[config.mk]
export PLATFORM = sky130hd
export DESIGN_NAME = fptopk
export DESIGN_NICKNAME = d
export VERILOG_FILES = /design/src/rtl/fptopk.sv
export SDC_FILE = /design/constraint.sdc
export NUM_CORES = 1
export LEC_CHECK = 0
export CAP_MARGIN = 10
export CORE_UTILIZATION = 56
export DETAILED_ROUTE_END_ITERATION = 10
export PLACE_DENSITY = 0.76
export SLEW_MARGIN = 25
export SYNTH_ARGS = -nofsm -noshare
export SYNTH_HDL_FRONTEND = slang
export SYNTH_SLANG_ARGS = --single-unit
export TNS_END_PERCENT = 100
[constraint.sdc]
create_clock -name clk_i -period 5.9 [get_ports clk_i]
set_input_delay 1.18 -clock clk_i [delete_from_list [all_inputs] [get_ports clk_i]]
set_output_delay 1.18 -clock clk_i [all_outputs]
set_load 0.005 [all_outputs]
[src/rtl/fptopk.sv]
// Streaming top-K selector: keeps the K smallest IEEE-754 distances of a frame
// sorted in registers, then emits them smallest first. Optional: FPTOPK_NAN_DROP_EN.
module fptopk #(
  parameter int DW = 32,
  parameter int IW = 4,
  parameter int K  = 4
) (
  input  logic          clk_i,
  input  logic          rst_i,
  input  logic          iv_i,
  output logic          ir_o,
  input  logic          il_i,
  input  logic [IW-1:0] ii_i,
  input  logic [DW-1:0] id_i,
  output logic          ov_o,
  input  logic          or_i,
  output logic          ol_o,
  output logic [IW-1:0] oi_o,
  output logic [DW-1:0] od_o
);

  localparam int CW = $clog2(K + 1);
  localparam logic [CW-1:0] KC = CW'(K);
  localparam logic [DW-1:0] QNAN = {1'b0, {8{1'b1}}, 1'b1, {(DW-10){1'b0}}};

  typedef enum logic {COLLECT, EMIT} state_e;

  typedef struct packed {
    logic          vld;
    logic [IW-1:0] idx;
    logic [DW-1:0] dat;
  } slot_t;

  state_e           state_q, state_d;
  slot_t  [K-1:0]   slot_q, slot_d;
  logic   [CW-1:0]  cnt_q, cnt_d;
  logic   [K-1:0]   le;
  logic   [DW-1:0]  knew;
  slot_t            new_s;
  logic             do_ins, do_pop, do_clr, nan_blk, empty_emit;

  // Monotone unsigned key: -0 folds onto +0, every NaN sits above +inf.
  function automatic logic [DW-1:0] fkey(input logic [DW-1:0] x);
    logic [DW-1:0] c;
    c = x;
    if (c[DW-2:0] == '0) c = '0;
    if ((&x[DW-2:DW-9]) && (|x[DW-10:0])) return '1;
    return c[DW-1] ? ~c : {1'b1, c[DW-2:0]};
  endfunction

`ifdef FPTOPK_NAN_DROP_EN
  logic nan_in;
  assign nan_in     = (&id_i[DW-2:DW-9]) && (|id_i[DW-10:0]);
  assign nan_blk    = nan_in;
  assign empty_emit = (cnt_q == '0);
`else
  assign nan_blk    = 1'b0;
  assign empty_emit = 1'b0;
`endif

  assign knew  = fkey(id_i);
  assign new_s = '{vld: 1'b1, idx: ii_i, dat: id_i};

  assign ir_o = ~rst_i && (state_q == COLLECT);
  assign ov_o = ~rst_i && (state_q == EMIT);
  assign ol_o = ov_o && ((cnt_q == CW'(1)) || empty_emit);
  assign oi_o = (ov_o && !empty_emit) ? slot_q[0].idx : '0;
  assign od_o = !ov_o ? '0 : (empty_emit ? QNAN : slot_q[0].dat);

  // le[K-1] set means the new key ranks after every kept entry: drop it.
  assign do_ins = (state_q == COLLECT) && iv_i && !le[K-1] && !nan_blk;
  assign do_pop = ov_o && or_i;
  assign do_clr = do_pop && ol_o;

  for (genvar g = 0; g < K; g++) begin : g_slot
    slot_t prv, nxt, sd;
    logic  first_gt;
    if (g == 0) begin : g_head
      assign prv      = new_s;
      assign first_gt = 1'b1;
    end else begin : g_body
      assign prv      = slot_q[g-1];
      assign first_gt = le[g-1];
    end
    if (g == K - 1) begin : g_tail
      assign nxt = '0;
    end else begin : g_mid
      assign nxt = slot_q[g+1];
    end

    assign le[g] = slot_q[g].vld && (fkey(slot_q[g].dat) <= knew);

    always_comb begin
      sd = slot_q[g];
      if (do_clr)                sd = '0;
      else if (do_pop)           sd = nxt;
      else if (do_ins && !le[g]) sd = first_gt ? new_s : prv;
    end
    assign slot_d[g] = sd;
  end

  always_comb begin
    state_d = state_q;
    cnt_d   = cnt_q;
    case (state_q)
      COLLECT: begin
        if (do_ins && (cnt_q != KC)) cnt_d = cnt_q + CW'(1);
        if (iv_i && il_i) state_d = EMIT;
      end
      EMIT: begin
        if (do_clr) begin
          cnt_d   = '0;
          state_d = COLLECT;
        end else if (do_pop && (cnt_q != '0)) begin
          cnt_d = cnt_q - CW'(1);
        end
      end
      default: state_d = COLLECT;
    endcase
  end

  always_ff @(posedge clk_i) begin
    if (rst_i) begin
      state_q <= COLLECT;
      cnt_q   <= '0;
      slot_q  <= '0;
    end else begin
      state_q <= state_d;
      cnt_q   <= cnt_d;
      slot_q  <= slot_d;
    end
  end

endmodule

; ---- Yosys cells after proc, flatten, opt, wreduce, memory -nomap -nowiden
; Cells that the tools add are included.
[word_totals]
inputBits = 41
word_cells = 123
register_bits = 152
[classes]
addsub = 2
magnitude_cmp = 4
bitwise_logic = 7
reduce_logical = 49
n_eq_ne = 4
mux = 43
[ops]
columns = operator, n
row1 = $mux W32, 21
row2 = $mux W37, 9
row3 = $not A32 Y32, 5
row4 = $logic_not A31 Y1, 5
row5 = $le A32 B32 Y1, 4
row6 = $reduce_or A23 Y1, 5
row7 = $reduce_and A8 Y1, 5
row8 = $logic_and A1 B1 Y1, 23
row9 = $mux W3, 3
row10 = $mux W1, 7
row11 = $pmux W3 S2, 1
row12 = $reduce_bool A2 Y1, 3
row13 = $logic_not A1 Y1, 4
row14 = $mux W4, 1
row15 = $add A3 B1 Y3 const B, 1
row16 = $eq A3 B1 Y1 const B, 1
row17 = $ne A3 B1 Y1 const B, 1
row18 = $ne A3 B3 Y1 const B, 1
row19 = $reduce_bool A3 Y1, 1
row20 = $reduce_or A3 Y1, 1
row21 = $sub A3 B1 Y3 const B, 1
row22 = $ne A2 B1 Y1 const B, 1
row23 = $not A1 Y1, 2
row24 = $pmux W1 S2, 1
row25 = 2 further kinds, 2

; ---- Depth between registers and ports, before layout
; Gate-level depths: netlist of run 1.
[depth]
word_depth = 12
mapped_depth = 20
depth_no_buf = 16

; ---- Least setup slack after synthesis of run 1
; Ideal clock, no wire load.
[synth_timing]
kind = in2reg
startpoint = input id_i[17]
endpoint = register slot_q (netlist bit g_slot[1].nxt[29])
setup_ns = 0.123
arrival_ns = 4.899
n_path_buf = 3
stages = 18
path_slack_ns = 0.878
path_cell_list = nor4_1 nand4_1 nor2_1 nand3_1 clkbuf_1 a21oi_1 ha_1 a21o_1 a21o_1 a211o_1 o211ai_1 a21oi_1 a2111oi_1 o21ai_1 buf_6 a21oi_4 buf_6 mux2_1
[synth_via]
elab_chain_len = 11
elab_cells_between_ends = 22
classes_between = order compare (3) / mux (7) / bitwise (1) / reduce/logical (11)
[synth_rtl]
columns = item, line
row1 = from (decl), 14  ; input logic [DW-1:0] id_i,
row2 = $logic_not A31 Y1, 46  ; if (c[DW-2:0] == '0) c = '0;
row3 = $mux W32, 46
row4 = $not A32 Y32, 48  ; return c[DW-1] ? ~c : {1'b1, c[DW-2:0]};
row5 = $mux W32, 48
row6 = $mux W32 (*), 48
row7 = $le A32 B32 Y1, 91  ; assign le[g] = slot_q[g].vld && (fkey(slot_q[g].dat) <= knew);
row8 = $logic_and A1 B1 Y1, 91
row9 = $logic_not A1 Y1, 71  ; assign do_ins = (state_q == COLLECT) && iv_i && !le[K-1] && !nan_blk;
row10 = $logic_and A1 B1 Y1, 71
row11 = $logic_and A1 B1 Y1, 97  ; else if (do_ins && !le[g]) sd = first_gt ? new_s : prv;
row12 = $reduce_bool A2 Y1 (no source line), --
row13 = to (signal assigned), 130  ; slot_q <= slot_d;
row14 = to (decl), 35  ; slot_t [K-1:0] slot_q, slot_d;
; Mark *: on every way between the ends. The rest lies on a longest branch, timed or not. The select of a mux whose other input is x is not followed.
; A chain may end at the register's enable or synchronous reset.

; ---- Worst setup path after layout of run 1
[layout_timing]
startpoint = input id_i[19]
endpoint = register slot_q (netlist bit g_slot[2].nxt[23])
[layout_via]
elab_chain_len = 10
elab_cells_between_ends = 16
classes_between = order compare (2) / mux (5) / bitwise (1) / reduce/logical (8)
[layout_rtl]
columns = item, line
row1 = $logic_not A31 Y1, 46
row2 = $mux W32, 46
row3 = $not A32 Y32, 48
row4 = $mux W32, 48
row5 = $mux W32 (*), 48
row6 = $le A32 B32 Y1, 91
row7 = $logic_and A1 B1 Y1, 91
row8 = $logic_not A1 Y1, "71, 97"
row9 = $logic_and A1 B1 Y1, 71
row10 = $logic_and A1 B1 Y1, 97
; Mark *: on every way between the ends. The rest lies on a longest branch, timed or not.

==> metrics.cfg, run 1 <==
[run_status]
outcome=finished clean

[setup_path]
path_class=in -> reg
cp_cell_sequence=clkdlybuf4s50_1 -> nor4_1 -> buf_4 -> nand4_1 -> nor2_1 -> nand3_1 -> buf_4 -> a21oi_1 -> ha_1 -> nand4_1 -> nor2_1 -> nand4_1 -> or4_1 -> nand2b_1 -> o31ai_1 -> buf_4 -> o21ai_4 -> buf_4 -> buf_4 -> mux2i_1 -> a21oi_1
crit_arrival_ns=5.92
worstPathMaxFanout=19
cp_common_cell=buf_4
cp-startpoint=id_i[19]
reg2reg_slack_ns=0.43
max_stage_delay_ns=0.62
r2r-end=g_slot[2].nxt[23]
worst_path_max_delay_cell=or4_1
crit_end=g_slot[2].nxt[23]
cp-end-kind=flip-flop
reg2reg_depth=18
r2r-start=g_slot[1].nxt[0]
required_ns=6.22
crit_path_start_kind=input port

[placement]
placed_cells=2226
gp_congestion=1.04
io_buffers=79
dpl.hpwl_um=37400

[layout]
nFillCells=2054
layout-drive-gt1-share=0.136
area_delta_synth_final_pct=20.3
nets=2090
multi_input_comb_area_mm2=0.0101
n_antenna_cell=0
seqCellArea_mm2=0.00305
stdcell_count=2257

[timing]
skew_ns=0.0190
fin_crit_sh=0.949
fmax_mhz=179
drv_slew=0
tightestPinTransition_ns=1.00
period_needed_ns=5.60
slew_headroom=0.330
fin_setup_tns_ns=0
setup_viol=0
rsz0062_at_grt=no
timing.final.hold_violations=0
finalHoldWorstSlack_ns=0.511

[synth]
yosysWarnings=0
synth_edf_count=0
synthArstFlopShare=0
synth.cell_area_mm2=0.0138
yosys.area.top_type=dfxtp_1
yosysSeqAreaShare=0.220
yosysMostFrequentCell=o21ai_0
synth_seq_cells=152
syn-instance-count=1780
synth.top_cells.by_area=dfxtp_1, ha_1, o21ai_0, xnor2_1, mux2i_1
synthesis.nets=1949
ys_types=65
synth_common_cells=o21ai_0, nand2_1, dfxtp_1
syn_area_per_cell_um2=7.76
yosys_most_used_dff=dfxtp_1
synth_top_area_share=0.220

[die]
row_count=57
pin_count=80
die_area_mm2=0.0253
core_area_mm2=0.0242
die_x_um=159
initial_core_util=0.569
die_h_um=159

[detailed_routing]
firstDrtPassIters=6
wl_um=51500
first_iter_violations=1578
drc=0
drtAntennaViolNets=0
dr_total_vias=14800
wl_per_cell_um=22.8
vias_per_cell=6.56

[power]
intPower_w=0.00258
comb_power_share=0.433
switching_share=0.415
power_leakage_nw=7.53
peakVddDrop_mv=0.185
p_switching_w=0.00183
seq_power_share=0.310
power_frac_clock=0.257
power.density_mw_per_mm2=265

[clocking]
ctsResizeCount=0
clkLatencyLatePin_ns=0.45
cts_htree_levels=4
clockRootBuffer=clkbuf_16
cts_buffer_depth=2
clock-sinks=152
numCtsBuffers=17
cts_tree=done
postCtsSetupRepairBufs=0
cts_hold_buffers=0
cts.clk_slew.worst_paths_ns=0.07

[global_route]
track_usage=0.402
overflow=0
grt_max_degree=100
grt_pass1_vias=13800
grt_pass1_wl_um=79200
grt_antenna_before_repair=0

[job]
maxCapViolCount=0

[hold_path]
hold_path.class=reg -> reg

## cell usage in the layout (no fill, tap or decap), types with 8 or more instances in the layout
cell type        instances
a31oi_1                 67
nand4_1                 39
mux2_1                  20
nor2_1                  97
clkdlybuf4s50_1         77
o21a_1                   8
nand2_1                171
nor2b_1                 42
ha_1                   128
a211oi_1                40
inv_1                   11
nor3_1                  13
mux2i_1                 73
dfxtp_1                148
mux2_2                  11
xor2_1                  61
buf_4                  166
xnor2_1                 94
nand3_1                 44
a21o_1                  36
and3_1                   8
clkbuf_16               17
nor4_1                  30
o21ai_0                215
and2_1                  40
a22o_1                  36
buf_12                  18
a21oi_1                111
## flip-flops by register name, summed over array words and instances, names as in the netlist
register    flops
cnt_q           3
state_q         1
g_slot.nxt    111
g_slot.prv     37
## power groups by stage
stage	clock network, W	registers, W	logic, W
after floorplan	0	0.00126	0.00124
after global placement	0	0.00137	0.00179
after detailed placement	0	0.00137	0.00184
after CTS	0.00113	0.00135	0.00186
after global routing	0.00117	0.00138	0.00208
final	0.00113	0.00136	0.00191
## worst min-delay path by stage
stage / from / end / depth (start not counted)
after global routing: g_slot[0].nxt[33] / g_slot[0].nxt[33] / 1
after CTS: g_slot[1].prv[33] / g_slot[1].prv[33] / 2
final: g_slot[1].prv[33] / g_slot[1].prv[33] / 2
after global placement: g_slot[1].nxt[35] / g_slot[1].nxt[35] / 2
after floorplan: g_slot[1].nxt[36] / g_slot[2].nxt[36] / 2
after detailed placement: g_slot[1].nxt[33] / g_slot[1].nxt[33] / 2
## area by class of cell
| cell class | count | share of cell area |
|---|---|---|
| Timing Repair Buffer | 263 | 0.144 |
| Inverter | 12 | 0.00271 |
| Clock buffer | 17 | 0.0256 |
| Tap cell | 324 | 0.0244 |
| Clock inverter | 14 | 0.00926 |
| Multi-Input combinational cell | 1475 | 0.611 |
| Sequential cell | 152 | 0.183 |
## critical path, delay by kind of cell
family / cells / cell delay (ns)
buffers and inverters: 6 / 1.52
AOI/OAI and AO/OA: 4 / 0.67
and+or+nand+nor: 9 / 2.00
adders and majority gates: 1 / 0.23
muxes: 1 / 0.27
## kinds of logic (layout without fill, tap and decap cells)
| group | after synthesis | in the layout | synth area share |
|---|---|---|---|
| and+or+nand+nor | 521 | 521 | 0.186 |
| muxes | 107 | 107 | 0.0815 |
| adders and majority gates | 129 | 129 | 0.117 |
| xor gates and xnor gates | 155 | 155 | 0.0983 |
| DFF | 152 | 152 | 0.220 |
| buffers and inverters | 153 | 306 | 0.0504 |
| AOI/OAI and AO/OA | 563 | 563 | 0.247 |
## routing by layer
metal  vias to the layer above  track usage  wire, µm
met5                         -            0         0
met4                         0        0.188      2160
met3                       171       0.0854      5910
met2                       899        0.619     22400
met1                      6973        0.537     21000
li1                       6773            -         -
## through the flow
step                      area (µm²)   util  power, W  setup slack [ns]
after global routing           16600  0.685   0.00462            0.0502
after CTS                      16600  0.685   0.00434             0.407
after global placement         16000  0.661   0.00316             0.116
after detailed placement       16000  0.661   0.00321           -0.0139
final                          16600  0.685   0.00440             0.304
after floorplan                13800      -   0.00250             0.878
Note: power is estimated with default switching activity, not from simulation.
==> run 2: changes to the inputs <==
--- a/config.mk
+++ b/config.mk
@@ -9,6 +9,7 @@
 export CORE_UTILIZATION = 56
 export DETAILED_ROUTE_END_ITERATION = 10
 export PLACE_DENSITY = 0.76
+export REMOVE_ABC_BUFFERS = 1
 export SLEW_MARGIN = 25
 export SYNTH_ARGS = -nofsm -noshare
 export SYNTH_HDL_FRONTEND = slang
==> metrics.cfg, run 2 (synthesized netlist as in run 1, its figures left out) <==
[detailed_routing]
dr_total_vias=14700
drc=0
wl_per_cell_um=22.8
wl_um=51000
vias_per_cell=6.58
firstDrtPassIters=5
first_iter_violations=1478
drtAntennaViolNets=0

[setup_path]
reg2reg_depth=16
r2r-end=g_slot[1].nxt[2]
reg2reg_slack_ns=0.63
required_ns=6.22
r2r-start=g_slot[1].nxt[0]
worstPathMaxFanout=21
crit_arrival_ns=6.01
cp-end-kind=flip-flop
crit_path_start_kind=input port
path_class=in -> reg

[timing]
timing.final.hold_violations=0
fin_setup_tns_ns=0
rsz0062_at_grt=no
skew_ns=0.0151
fmax_mhz=176
slew_headroom=0.277
fin_crit_sh=0.963
setup_viol=0
drv_slew=0
finalHoldWorstSlack_ns=0.509
tightestPinTransition_ns=1.08
setup_slack_ns=0.218
period_needed_ns=5.68

[clocking]
clockRootBuffer=clkbuf_16
clock-sinks=152
numCtsBuffers=17
cts_htree_levels=4
cts_buffer_depth=2
cts_tree=done
cts.clk_slew.worst_paths_ns=0.08
clkLatencyLatePin_ns=0.44

[layout]
layout-drive-gt1-share=0.129
area_delta_synth_final_pct=19.5
final_cell_mix=o21ai_0, nand2_1, dfxtp_1
stdcell_count=2232
nets=2064
final_area_mm2=0.0165
nFillCells=2093
largest_reg_flops=111
n_antenna_cell=0
final_common_cell=o21ai_0

[placement]
pre_cts_slack_ns=-0.460
placed_area_mm2=0.0159
gp_congestion=1.04
dpl.hpwl_um=36800
placed_cells=2200
io_buffers=79

[die]
row_count=57
die_area_mm2=0.0253
initial_core_util=0.569
core_area_mm2=0.0242
die_x_um=159
pin_count=80
die_h_um=159

[job]
maxCapViolCount=0

[hold_path]
hold_path.class=reg -> reg
whs_path_depth=2
holdCritStartpoint=g_slot[1].prv[35]
hold_end=g_slot[1].prv[35]

[run_status]
outcome=finished clean

[power]
power.density_mw_per_mm2=266
power_leakage_nw=7.43
peakVddDrop_mv=0.197

[global_route]
grt_antenna_before_repair=0
grt_max_degree=87
track_usage=0.402
grt_pass1_vias=14000
grt_pass1_wl_um=79700
overflow=0

run 2: changes by cell type in the layout (fill, tap and decap cells not counted), sizes merged:
cell,change
clkinv,+1
clkinvlp,-1
inv,+1
buf,-26
run 2: worst max-delay path by stage:
| stage | start | endpoint | slack (ns) | cells after the start |
|---|---|---|---|---|
| global placement | id_i[18] | g_slot[0].nxt[23] | -0.55 | 21 |
| finish | id_i[15] | g_slot[1].nxt[2] | 0.22 | 21 |
| global route | id_i[11] | g_slot[1].nxt[27] | 0.009 | 23 |
| CTS | id_i[15] | g_slot[0].nxt[29] | 0.09 | 22 |
| floorplan | id_i[15] | g_slot[1].nxt[10] | -2.76 | 15 |
| detailed placement | id_i[0] | g_slot[0].nxt[27] | -0.46 | 21 |
run 2: per-stage QoR:
stage / power [W] / util
final: 0.00439 / 0.680
after global routing: 0.00462 / 0.680
after CTS: 0.00433 / 0.679
after detailed placement: 0.00318 / 0.654
after global placement: 0.00313 / 0.654
after floorplan: 0.00245 / -
run 2: area by class of cell:
type / instances / area (µm²) / share of cell area
sequential: 152 / 3050 / 0.185
timing repair buffer: 237 / 2190 / 0.133
tap: 324 / 405 / 0.0246
inverter: 12 / 45.0 / 0.00273
multi-input combinational: 1475 / 10200 / 0.618
clock buffer: 17 / 425 / 0.0258
clock inverter: 15 / 176 / 0.0107
run 2: worst max-delay path: stages:
cell	delay [ns]
clkdlybuf4s50_1	0.47
nor4_1	0.36
buf_4	0.18
nand4_1	0.09
buf_4	0.19
nor2_2	0.18
buf_4	0.13
nand3_1	0.11
buf_4	0.25
a21oi_1	0.25
buf_4	0.19
ha_1	0.25
a21o_1	0.16
a21oi_1	0.13
or2_2	0.12
a31oi_1	0.07
a211oi_1	0.62
a21oi_4	0.23
a21oi_4	0.21
buf_4	0.26
mux2_2	0.36
run 2: repair_timing:
item / CTS / global route
hold buffers: 0 / 0
resized for setup: 1 / 6
buffers inserted: 0 / 0
endpoints found under the hold margin: 0 / 0
pin swaps: 0 / 1
endpoints found under the setup margin: 33 / 99
run 2: metal layers:
layer | track usage | up-vias | part of all wire
met5 | 0 | - | 0
met4 | 0.190 | 0 | 0.042
met3 | 0.0703 | 159 | 0.099
met2 | 0.637 | 831 | 0.45
met1 | 0.532 | 6971 | 0.41
li1 | - | 6726 | -
run 2: power breakdown:
part	switching (W)	internal (W)	leakage, nW
Clock	0.000554	0.000609	0.293
Combinational	0.00105	0.000817	5.89
Sequential	0.000225	0.00114	1.25
Total	0.00183	0.00256	7.43
